$ cat config.mk
export PLATFORM = sky130hd
export DESIGN_NAME = match_ctrl_fsm
export DESIGN_NICKNAME = d
export VERILOG_FILES = /design/src/rtl/match_ctrl_fsm.sv
export SDC_FILE = /design/constraint.sdc
export NUM_CORES = 1
export LEC_CHECK = 0
export CAP_MARGIN = 10
export CORE_AREA = 3 3 58 60
export DETAILED_ROUTE_END_ITERATION = 12
export DIE_AREA = 0 0 61 63
export PLACE_DENSITY = 0.72
export RECOVER_POWER = 25
export SETUP_SLACK_MARGIN = 0.3
export SLEW_MARGIN = 20
export SYNTH_ARGS = -nofsm -noshare
export SYNTH_HDL_FRONTEND = slang
export SYNTH_SLANG_ARGS = --single-unit
$ cat constraint.sdc
create_clock -name clk -period 3.5 [get_ports clk]
set_clock_uncertainty 0.15 [all_clocks]
set_input_delay 0.7 -clock clk [delete_from_list [all_inputs] [get_ports clk]]
set_output_delay 0.7 -clock clk [all_outputs]
set_load 0.03 [all_outputs]
$ cat src/rtl/match_ctrl_fsm.sv
// Best-of-N match controller: sequences menu, rounds, pause, result screens and match end,
// tracking round wins, round number and the match winner. All outputs are registered.
module match_ctrl_fsm #(
  parameter int HP_W          = 8,
  parameter int WINS_W        = 2,
  parameter int WINS_TO_MATCH = 2,
  parameter int RESULT_SECS   = 5,
  parameter int MAX_ROUNDS    = 5,
  parameter int ROUND_W       = 3
) (
  input  logic              clk,
  input  logic              rst,
  input  logic              tick_1s,
  input  logic              key_enter,
  input  logic              key_pause,
  input  logic [HP_W-1:0]   p1_hp,
  input  logic [HP_W-1:0]   p2_hp,
  input  logic              timer_zero,
  output logic [2:0]        state,
  output logic [WINS_W-1:0] p1_wins,
  output logic [WINS_W-1:0] p2_wins,
  output logic [ROUND_W-1:0] round_num,
  output logic              round_start,
  output logic [1:0]        match_winner
);

  typedef enum logic [2:0] {
    S_MENU      = 3'd0,
    S_ROUND     = 3'd1,
    S_P1WIN     = 3'd2,
    S_P2WIN     = 3'd3,
    S_TIE       = 3'd4,
    S_MATCH_END = 3'd5,
    S_PAUSE     = 3'd6
  } state_t;

  localparam int HOLD_W = (RESULT_SECS > 1) ? $clog2(RESULT_SECS + 1) : 1;
  localparam logic [HOLD_W-1:0]  HOLD_LAST  = HOLD_W'(RESULT_SECS - 1);
  localparam logic [WINS_W-1:0]  WINS_GOAL  = WINS_W'(WINS_TO_MATCH);
  localparam logic [ROUND_W-1:0] ROUND_LAST = ROUND_W'(MAX_ROUNDS);

  state_t              state_q, state_d;
  logic [WINS_W-1:0]   p1_wins_d, p2_wins_d;
  logic [ROUND_W-1:0]  round_num_d;
  logic [1:0]          match_winner_d;
  logic                round_start_d;
  logic [HOLD_W-1:0]   hold_q, hold_d;
  logic                prev_enter, prev_pause;
  logic                enter_e, pause_e;

  assign enter_e = key_enter & ~prev_enter;
  assign pause_e = key_pause & ~prev_pause;
  assign state   = state_q;

  function automatic logic [WINS_W-1:0] sat_inc(input logic [WINS_W-1:0] v);
    return (v == '1) ? v : v + 1'b1;
  endfunction

  // NOTE: every comb output gets a default first, so no path can infer a latch.
  always_comb begin
    state_d        = state_q;
    p1_wins_d      = p1_wins;
    p2_wins_d      = p2_wins;
    round_num_d    = round_num;
    match_winner_d = match_winner;
    round_start_d  = 1'b0;
    hold_d         = hold_q;
    case (state_q)
      S_MENU: begin
        p1_wins_d      = '0;
        p2_wins_d      = '0;
        round_num_d    = '0;
        match_winner_d = 2'b00;
        if (enter_e) begin
          state_d       = S_ROUND;
          round_num_d   = ROUND_W'(1);
          round_start_d = 1'b1;
        end
      end
      S_ROUND: begin
        hold_d = '0;
        if (p1_hp == '0 && p2_hp == '0) begin
          state_d = S_TIE;
        end else if (p1_hp == '0) begin
          state_d   = S_P2WIN;
          p2_wins_d = sat_inc(p2_wins);
        end else if (p2_hp == '0) begin
          state_d   = S_P1WIN;
          p1_wins_d = sat_inc(p1_wins);
        end else if (timer_zero) begin
          state_d = S_TIE;
        end else if (pause_e) begin
          state_d = S_PAUSE;
        end
      end
      S_P1WIN, S_P2WIN, S_TIE: begin
        if (tick_1s) begin
          if (hold_q == HOLD_LAST) begin
            if (p1_wins == WINS_GOAL || p2_wins == WINS_GOAL || round_num == ROUND_LAST) begin
              state_d        = S_MATCH_END;
              match_winner_d = (p1_wins > p2_wins) ? 2'b01 :
                               (p2_wins > p1_wins) ? 2'b10 : 2'b11;
            end else begin
              state_d       = S_ROUND;
              round_num_d   = round_num + 1'b1;
              round_start_d = 1'b1;
            end
          end else begin
            hold_d = hold_q + 1'b1;
          end
        end
      end
      S_MATCH_END: begin
        if (enter_e) begin
          state_d        = S_MENU;
          p1_wins_d      = '0;
          p2_wins_d      = '0;
          round_num_d    = '0;
          match_winner_d = 2'b00;
        end
      end
      S_PAUSE: begin
        // Abort has priority over resume when both keys land together.
        if (enter_e) begin
          state_d        = S_MENU;
          p1_wins_d      = '0;
          p2_wins_d      = '0;
          round_num_d    = '0;
          match_winner_d = 2'b00;
        end else if (pause_e) begin
          state_d = S_ROUND;
        end
      end
      default: begin
        state_d        = S_MENU;
        p1_wins_d      = '0;
        p2_wins_d      = '0;
        round_num_d    = '0;
        match_winner_d = 2'b00;
        hold_d         = '0;
      end
    endcase
  end

  // NOTE: sequential state uses non-blocking assignments so all registers update together.
  always_ff @(posedge clk or posedge rst) begin
    if (rst) begin
      state_q      <= S_MENU;
      p1_wins      <= '0;
      p2_wins      <= '0;
      round_num    <= '0;
      match_winner <= 2'b00;
      round_start  <= 1'b0;
      hold_q       <= '0;
      prev_enter   <= 1'b1;
      prev_pause   <= 1'b1;
    end else begin
      state_q      <= state_d;
      p1_wins      <= p1_wins_d;
      p2_wins      <= p2_wins_d;
      round_num    <= round_num_d;
      match_winner <= match_winner_d;
      round_start  <= round_start_d;
      hold_q       <= hold_d;
      prev_enter   <= key_enter;
      prev_pause   <= key_pause;
    end
  end

endmodule

==> run metrics, run 1 <==
fill count 262; relative slew slack 0.539; hold crit path type reg -> reg; r2r worst-path depth 6; FF-to-FF Start round_num[0]; GPL Wtd Cong roughly 0.79; WL/cell 13.9 um; proportion of layout cells with a drive suffix above 1 0.0726; mapped cell area between 1000 and 1500 um^2; Starting Density 0.434; via/cell ratio 5.67; antenna cell count 0; post-synth top area share 0.309; status complete, no violations; critical path data arrival time approximately 1.9 ns; maximum VDD drop around 300 uV; H-tree Lvls 1; CTS Buf Count 3; Setup Viol. Count Final 0; final hold violations 0; leakage 0.711 nW; ys async rst share 1.00; row count 20; critical path type reg -> out; placed insts 208; Final Non-Filler Cells between 200 and 250; first-pass GRT wire length 5.11 mm; CTS tree yes; Worst Setup SP state[1]; CTS root buffer clkbuf_4; worst path required time 2.65 ns; Worst-Margin Slew 0.691 ns; global-route usage over all layers 0.169; die area 3840 um^2; number of flops mapped to enable cells by yosys 0; Pre-antenna DRT Iters 6; post-synthesis sequential area ratio 0.350; Critical Path Sink state[1]; post-route ant nets 0; Place WS roughly 0.77 ns; Ports 35; startpoint class of the critical path flip-flop; Avg Cell Area, Syn 8.92 um^2; Final Power around 0.0011 W; hpwl dp 2.31 mm; die extent in x about 61 um; vias about 1,200; clock transition at the registers of the reported paths between 0.1 and 0.15 ns; Max-Cap Viols 0; Post-Synthesis Cells 145; final period utilization 0.781; largest net degree at the start of global routing 23; Synth Net Count approximately 180; CP Max Fanout 22; PD cells roughly 630 nW/um^2; 1st-iter DRT viols 38; vias in the first global route 1,161; minimum clock period after layout about 2.7 ns; Clk Latency, worst-skew pair 0.30 ns; area leader, netlist dfrtp_1; Clock Path Buffers 2; clock sinks 18; slowest library cell on the worst path clkdlybuf4s50_1; Slew Viols, Final 0; Ys Warns 0; Distinct cells, synth 47; Final TNS setup 0 ns; post-CTS setup buffer count 0; initial antenna violation count 0; DIE HEIGHT roughly 63 um; CP top delay family buffers and inverters; top_reg_cell synth dfrtp_1; P&R area growth vs syn 30.6%; synthesized flop and latch total 18; RSZ-0062 raised after global routing false; Port-buffer cells 34; # hold bufs at CTS 0; core box area 2980 um^2; ranking of synthesized cells by area dfrtp_1 (31%), ha_1 (11%), o21ai_0 (4.6%); crit path capture type primary output; WL final approximately 3.0 mm; FF-to-FF setup slack around 1.2 ns; R2R Path End match_winner[0]; slowest cell delay on critical path a little over 0.8 ns; Layout Nets 213; utilization after layout 0.567; PostCTS Resize Cnt 0; Levels on crit path 1; Fmax 366 MHz; gr ovfl total 0; cell chain of the critical path clkdlybuf4s50_1; worst setup margin 0.767 ns; worst path bufs/invs 1; # DRC 0
[placed cells by master, fill, tap and decap left out, drive strengths merged, types with 4 or more instances in the layout]
cell type      instances
dfrtp                 16
clkdlybuf4s50         31
a21oi                  7
ha                    11
nor4                   4
clkbuf                 4
nand2b                 4
nor2                   9
inv                   13
nand2                 10
o21ai                 13
nand3                  5
[worst min path at each step]
stage	from	to	slack, ns	depth (start not counted)
floorplan	hold_q[1]	hold_q[1]	0.36	2
global placement	match_winner[0]	match_winner[0]	0.34	1
detailed placement	match_winner[1]	match_winner[1]	0.35	1
CTS	match_winner[1]	match_winner[1]	0.38	1
global route	match_winner[1]	match_winner[1]	0.40	1
finish	match_winner[1]	match_winner[1]	0.37	1
[report_power, final]
part           leakage (nW)  internal (W)  switching, W
Clock                0.0210     0.0000633     0.0000698
Sequential            0.235      0.000251     0.0000936
Combinational         0.455      0.000277      0.000312
[routing by layer]
metal / part of all wire / GRT usage
met5: 0 / 0
met1: 0.44 / 0.220
met2: 0.50 / 0.282
met4: 0.0071 / 0.0325
met3: 0.054 / 0.0372
[kinds of logic (layout without fill, tap and decap cells)]
group           after synthesis  after routing  synth area share
flops                        18             18             0.350
fa+ha+maj                    11             11             0.106
mux                           4              4            0.0338
compound gates               44             44             0.232
simple gates                 47             47             0.195
xor+xnor                      4              4            0.0271
buf+inv                      17             51            0.0551
[sequential cells by signal, summed over array words and instances (netlist names)]
register and flops:
hold_q 3, match_winner 2, p1_wins 2, p2_wins 2
prev_enter 1, prev_pause 1, round_num 3, round_start 1
state 3
[cells in the mapped netlist (all sizes together), types with 3 or more instances]
| master | instances |
|---|---|
| inv | 13 |
| dfrtp | 16 |
| nor2 | 9 |
| o211ai | 3 |
| a21oi | 7 |
| o21a | 3 |
| nand3 | 5 |
| nand2 | 10 |
| nor2b | 3 |
| buf | 4 |
| mux2 | 3 |
| ha | 11 |
| nor4 | 4 |
| o21ai | 13 |
| nor3 | 3 |
| nand2b | 4 |
[metrics by stage]
step                hold slack (ns)  area, um^2
finish                        0.367        1690
floorplan                     0.356        1290
detailed placement            0.350        1650
global route                  0.399        1690
CTS                           0.376        1690
global placement              0.338        1650
[area by class of cell]
| cell class | instances | area, um^2 | area share |
|---|---|---|---|
| sequential | 18 | 453 | 0.268 |
| timing repair buffer | 34 | 340 | 0.201 |
| inverter | 13 | 48.8 | 0.0289 |
| clock buffer | 4 | 36.3 | 0.0215 |
| multi-input combinational | 110 | 769 | 0.456 |
| tap | 33 | 41.3 | 0.0244 |
Note: power is estimated with default switching activity, not from simulation.
==> inputs of run 2 (changes only) <==
Clock period 3.5 ns to 2.8 ns, I/O delays scaled along.
==> run 2 against run 1 <==
Compared with the run above: sequential cell count is the same; critical endpoint is now state[2]; core utilization grew 0.80 points; die area is the same; largest power group unchanged.
==> run metrics, run 2 (same netlist as run 1, synthesis figures left out) <==
PD cells 789 nW/um^2 (was 632 nW/um^2); relative slew slack 0.532 (was 0.539); global-route usage over all layers 0.178 (was 0.169); Final TNS setup 0 ns (unchanged); vias in the first global route 1,220 (was 1,161); maximum VDD drop 296 uV (was 303 uV); Place WS 0.236 ns (was 0.773 ns); Port-buffer cells 34 (unchanged); most frequent cells in the layout clkdlybuf4s50_1 (31), dfrtp_1 (15), inv_1 (13), o21ai_0 (12), ha_1 (11) (was clkdlybuf4s50_1 (31), dfrtp_1 (16), inv_1 (13), o21ai_0 (12), ha_1 (11)); post-CTS setup buffer count 0 (unchanged); largest net degree at the start of global routing 23 (unchanged); leakage 0.723 nW (was 0.711 nW); PostCTS Resize Cnt 0 (unchanged); first-pass GRT wire length 5.31 mm (was 5.11 mm); hold crit path type reg -> reg (unchanged); final period utilization 0.844; CTS Buf Count 3 (unchanged); 1st-iter DRT viols 41 (was 38); most common cell after layout, fill and taps aside clkdlybuf4s50_1 (unchanged); GPL Wtd Cong 0.876 (was 0.787); Ports 35 (unchanged); DIE HEIGHT 63 um (unchanged); hpwl dp 2.40 mm (was 2.31 mm); # hold bufs at CTS 0 (unchanged); CTS tree yes (unchanged); clock sinks 18 (unchanged); Worst-Margin Slew 0.701 ns (was 0.691 ns); WL final 3.06 mm (was 2.95 mm); post-route ant nets 0 (unchanged); minimum clock period after layout about 2.4 ns; Slew Viols, Final 0 (unchanged); final hold violations 0 (unchanged); Fmax between 400 and 500 MHz; critical path data arrival time 2.41 ns (was 1.88 ns); antenna cell count 0 (unchanged); gr ovfl total 0 (unchanged); WL/cell 14.2 um (was 13.9 um); # DRC 0 (unchanged); worst path required time 2.84 ns (was 2.65 ns); status complete, no violations (unchanged); CP Max Fanout 5 (was 22); critical path type in -> reg (was reg -> out); crit path capture type flip-flop (was primary output); Clk Latency, worst-skew pair 0.30 ns (about the same); core box area 2980 um^2 (unchanged); clock transition at the registers of the reported paths 0.12 ns (about the same); initial antenna violation count 0 (unchanged); proportion of layout cells with a drive suffix above 1 0.0934 (was 0.0726); vias 1,221 (was 1,201); Layout Nets 216 (was 213); RSZ-0062 raised after global routing false (unchanged); H-tree Lvls 1 (unchanged); CTS root buffer clkbuf_4 (unchanged); Clock Path Buffers 2 (unchanged); Pre-antenna DRT Iters 4 (was 6); via/cell ratio 5.68 (was 5.67); row count 20 (unchanged); startpoint class of the critical path input pin (was flip-flop); die extent in x 61 um (unchanged); WHS 0.384 ns (was 0.367 ns); Max-Cap Viols 0 (unchanged); die area 3840 um^2 (unchanged); Starting Density 0.434 (unchanged); Setup Viol. Count Final 0 (unchanged); worst setup margin 0.438 ns (was 0.767 ns); P&R area growth vs syn 32.4% (was 30.6%); fill count 274 (was 262)
## run 2: cell types whose count changed in the layout (fill, tap and decap cells not counted)
| cell | delta |
|---|---|
| dfrtp_1 | -1 |
| buf_4 | +3 |
| dfrtp_2 | +1 |
## run 2: worst max-delay path, stage by stage
cell and delay [ns]:
dlygate4sd3_1 0.58, and2b_4 0.20, o32a_1 0.35, a22oi_2 0.23, a41o_2 0.16, mux2_1 0.32
## run 2: worst paths after layout
kind	start	end	slack (ns)	cells after the start
worst min register to register	match_winner[0]	match_winner[0]	0.38	1
worst min-delay path	match_winner[0]	match_winner[0]	0.38	1
worst max-delay path	key_enter	state[2]	0.44	6
min in group asynchronous	rst	match_winner[0]	0.64	2
worst max register to register	p1_wins[0]	match_winner[1]	0.49	7
max in group asynchronous	rst	state[2]	1.38	2
## run 2: report_power, final
group	internal (W)	switching, W	total [W]
combinational	0.000355	0.000432	0.000787
sequential	0.000316	0.0000779	0.000394
clock	0.0000793	0.0000909	0.000170
total	0.000750	0.000601	0.00135
## run 2: final cells by class
class | instances | area, um^2 | share of cell area
Clock buffer | 4 | 36.3 | 0.0212
Inverter | 13 | 48.8 | 0.0285
Multi-Input combinational cell | 110 | 769 | 0.449
Sequential cell | 18 | 454 | 0.265
Tap cell | 33 | 41.3 | 0.0241
Timing Repair Buffer | 37 | 363 | 0.212
## run 2: metal layers
layer / global-route usage / vias to the layer above / share of wire
li1: - / 606 / -
met1: 0.228 / 570 / 0.42
met2: 0.297 / 40 / 0.51
met3: 0.0331 / 5 / 0.055
met4: 0.0515 / 0 / 0.012
met5: 0 / - / 0
## run 2: metrics by stage
step / utilization / area (um^2) / power, W / cells
after floorplan: - / 1290 / 0.000967 / 145
after global placement: 0.563 / 1680 / 0.00116 / 211
after detailed placement: 0.563 / 1680 / 0.00118 / 211
after CTS: 0.575 / 1710 / 0.00135 / 215
after global routing: 0.575 / 1710 / 0.00146 / 215
final: 0.575 / 1710 / 0.00135 / 215
==> inputs of run 3 (changes only) <==
Settings changed: CORE_AREA 3 3 58 60 to 3 3 59 61, DIE_AREA 0 0 61 63 to 0 0 62 64, PLACE_DENSITY 0.72 to 0.73.
Clock period 2.8 ns to 1.9 ns, I/O delays scaled along.
==> run 3 against run 2 <==
Compared with the run above: the run now ends with setup timing left; core utilization increased by 20 points; hold slack got worse by 0.19 ns; setup slack got worse by 0.53 ns; critical endpoint is now match_winner[1]; largest power group unchanged; highest routed layer unchanged.
==> run metrics, run 3 (same netlist as run 1, synthesis figures left out) <==
CP top delay family compound AO/OA/AOI/OAI gates (unchanged); Ports 35 (unchanged); global-route usage over all layers 0.203 (was 0.178); worst path bufs/invs 1 (unchanged); most common cell after layout, fill and taps aside buf_4 (was clkdlybuf4s50_1); relative slew slack 0.305 (was 0.532); Final Non-Filler Cells 270 (was 215); Setup Viol. Count Final 5 (was 0); hpwl dp 2.86 mm (was 2.40 mm); status complete, but fails checks (was complete, no violations); hold crit path type in -> reg (was reg -> reg); utilization after layout 0.779 (was 0.575); Slew Viols, Final 0 (unchanged); worst path required time 1.96 ns (was 2.84 ns); max layer used met4 (unchanged); crit path capture type flip-flop (unchanged); PD cells 1220 nW/um^2 (was 789 nW/um^2); clock sinks 18 (unchanged); core box area 3030 um^2 (was 2980 um^2); CP Max Fanout 4 (was 5); die extent in x 62 um (was 61 um); failing checks setup timing; initial antenna violation count 0 (unchanged); WL met3 241 um (was 169 um); final hold violations 0 (unchanged); clock transition at the registers of the reported paths 0.11 ns (was 0.12 ns); GPL Wtd Cong 0.789 (was 0.876); Pre-antenna DRT Iters 4 (unchanged); cell chain of the critical path inv_2 -> ha_4 -> and3_4 -> nor2b_2 -> o221ai_1 -> o21a_1 -> mux2_4 (was dlygate4sd3_1 -> and2b_4 -> o32a_1 -> a22oi_2 -> a41o_2 -> mux2_1); Place WS -0.393 ns (was 0.236 ns); proportion of layout cells with a drive suffix above 1 0.566 (was 0.0934); 1st-iter DRT viols 78 (was 41); met1 wire length 1.65 mm (was 1.30 mm); critical path type reg -> reg (was in -> reg); WL/cell 16.3 um (was 14.2 um); Starting Density 0.427 (was 0.434); gr ovfl total 0 (unchanged); die area 3970 um^2 (was 3840 um^2); Clk Latency, worst-skew pair 0.31 ns (was 0.30 ns); vias in the first global route 1,444 (was 1,220); Port-buffer cells 34 (unchanged); largest net degree at the start of global routing 19 (was 23); Clock Path Buffers 2 (unchanged); via/cell ratio 5.56 (was 5.68); DP Area 2020 um^2 (was 1680 um^2); Met2 Wirelength 2.35 mm (was 1.55 mm); final period utilization 1.05; leakage 1.03 nW (was 0.723 nW); Max-Cap Viols 0 (unchanged); RSZ-0062 raised after global routing true (was false); maximum VDD drop 610 uV (was 296 uV); P&R area growth vs syn 82.2% (was 32.4%); design area 2360 um^2 (was 1710 um^2); row count 20 (unchanged); most frequent cells in the layout buf_4 (39), buf_6 (13), dlygate4sd2_1 (10), dfrtp_2 (9) (was clkdlybuf4s50_1 (31), dfrtp_1 (15), inv_1 (13), o21ai_0 (12), ha_1 (11)); worst setup margin -0.0902 ns (was 0.438 ns); slowest library cell on the worst path dfrtp_1 (was dlygate4sd3_1); CTS tree yes (unchanged); CTS root buffer clkbuf_4 (unchanged); critical path data arrival time 2.05 ns (was 2.41 ns); post-route ant nets 0 (unchanged); WHS 0.192 ns (was 0.384 ns); WL final 4.39 mm (was 3.06 mm); Fmax roughly 500 MHz; CTS Buf Count 3 (unchanged); H-tree Lvls 1 (unchanged); antenna cell count 0 (unchanged); Layout Nets 260 (was 216); minimum clock period after layout between 1.5 and 2 ns; DIE HEIGHT 64 um (was 63 um); fill count 197 (was 274); startpoint class of the critical path flip-flop (was input pin); first-pass GRT wire length 6.18 mm (was 5.31 mm); # DRC 0 (unchanged); slowest cell delay on critical path 0.39 ns (was 0.58 ns); Worst-Margin Slew 1.04 ns (was 0.701 ns); placed insts 246 (was 211); vias 1,500 (was 1,221)
[run 3: cell count changes in the layout (fill, tap and decap cells not counted), sizes merged]
cell | previous run | this run
inv | 13 | 12
clkdlybuf4s15 | 0 | 10
buf | 3 | 54
clkbuf | 4 | 7
dlygate4sd2 | 0 | 10
clkdlybuf4s50 | 31 | 3
dlygate4sd3 | 3 | 1
clkinvlp | 0 | 1
[run 3: what timing repair did]
| item | 4_1_cts | 5_1_grt |
|---|---|---|
| pin swaps | 15 | 16 |
| resized for setup | 102 | 50 |
| setup endpoints to repair | 29 | 26 |
| buffers inserted | 3 | 17 |
| hold buffers | 0 | 0 |
[run 3: cell type report]
cell class | instances | area, um^2 | share of cell area
inverters | 13 | 52.6 | 0.0223
multi-input cells | 110 | 1050 | 0.445
well taps | 44 | 55.1 | 0.0234
clock buffers | 4 | 26.3 | 0.0111
repair buffers | 81 | 711 | 0.301
flip-flops and latches | 18 | 464 | 0.197
[run 3: power by group]
group | switching, W | leakage, nW | internal (W) | total (W)
clock | 0.000135 | 0.0150 | 0.0000822 | 0.000217
combinational | 0.00102 | 0.789 | 0.00108 | 0.00210
sequential | 0.0000967 | 0.222 | 0.000473 | 0.000570
total | 0.00126 | 1.03 | 0.00163 | 0.00289
[run 3: final timing paths]
kind                                   end  slack (ns)       startpoint  depth (start not counted)
max                        match_winner[1]       -0.09        hold_q[1]                          7
min                             prev_enter        0.19        key_enter                          1
max reg2reg                match_winner[1]       -0.09        hold_q[1]                          7
min reg2reg                match_winner[0]        0.38  match_winner[0]                          1
max in group asynchronous         state[1]        0.22              rst                          3
min in group asynchronous     round_num[2]        0.67              rst                          3
[run 3: per-layer routing]
| layer | vias up | GRT usage |
|---|---|---|
| met4 | 0 | 0.0928 |
| li1 | 697 | - |
| met5 | - | 0 |
| met3 | 12 | 0.0283 |
| met2 | 69 | 0.348 |
| met1 | 722 | 0.238 |
[run 3: worst register-to-register path, stage by stage, from the launching register on]
cell and delay [ns]:
dfrtp_1 0.39, inv_2 0.06, ha_4 0.16, and3_4 0.19, nor2b_2 0.16, o221ai_1 0.24
o21a_1 0.24, mux2_4 0.31
[run 3: through the flow]
stage	power, W	TNS, ns
after global placement	0.00201	-2.42
after global routing	0.00302	-0.701
after detailed placement	0.00207	-3.08
after CTS	0.00239	-0.104
after floorplan	0.00155	-0.0232
final	0.00289	-0.288
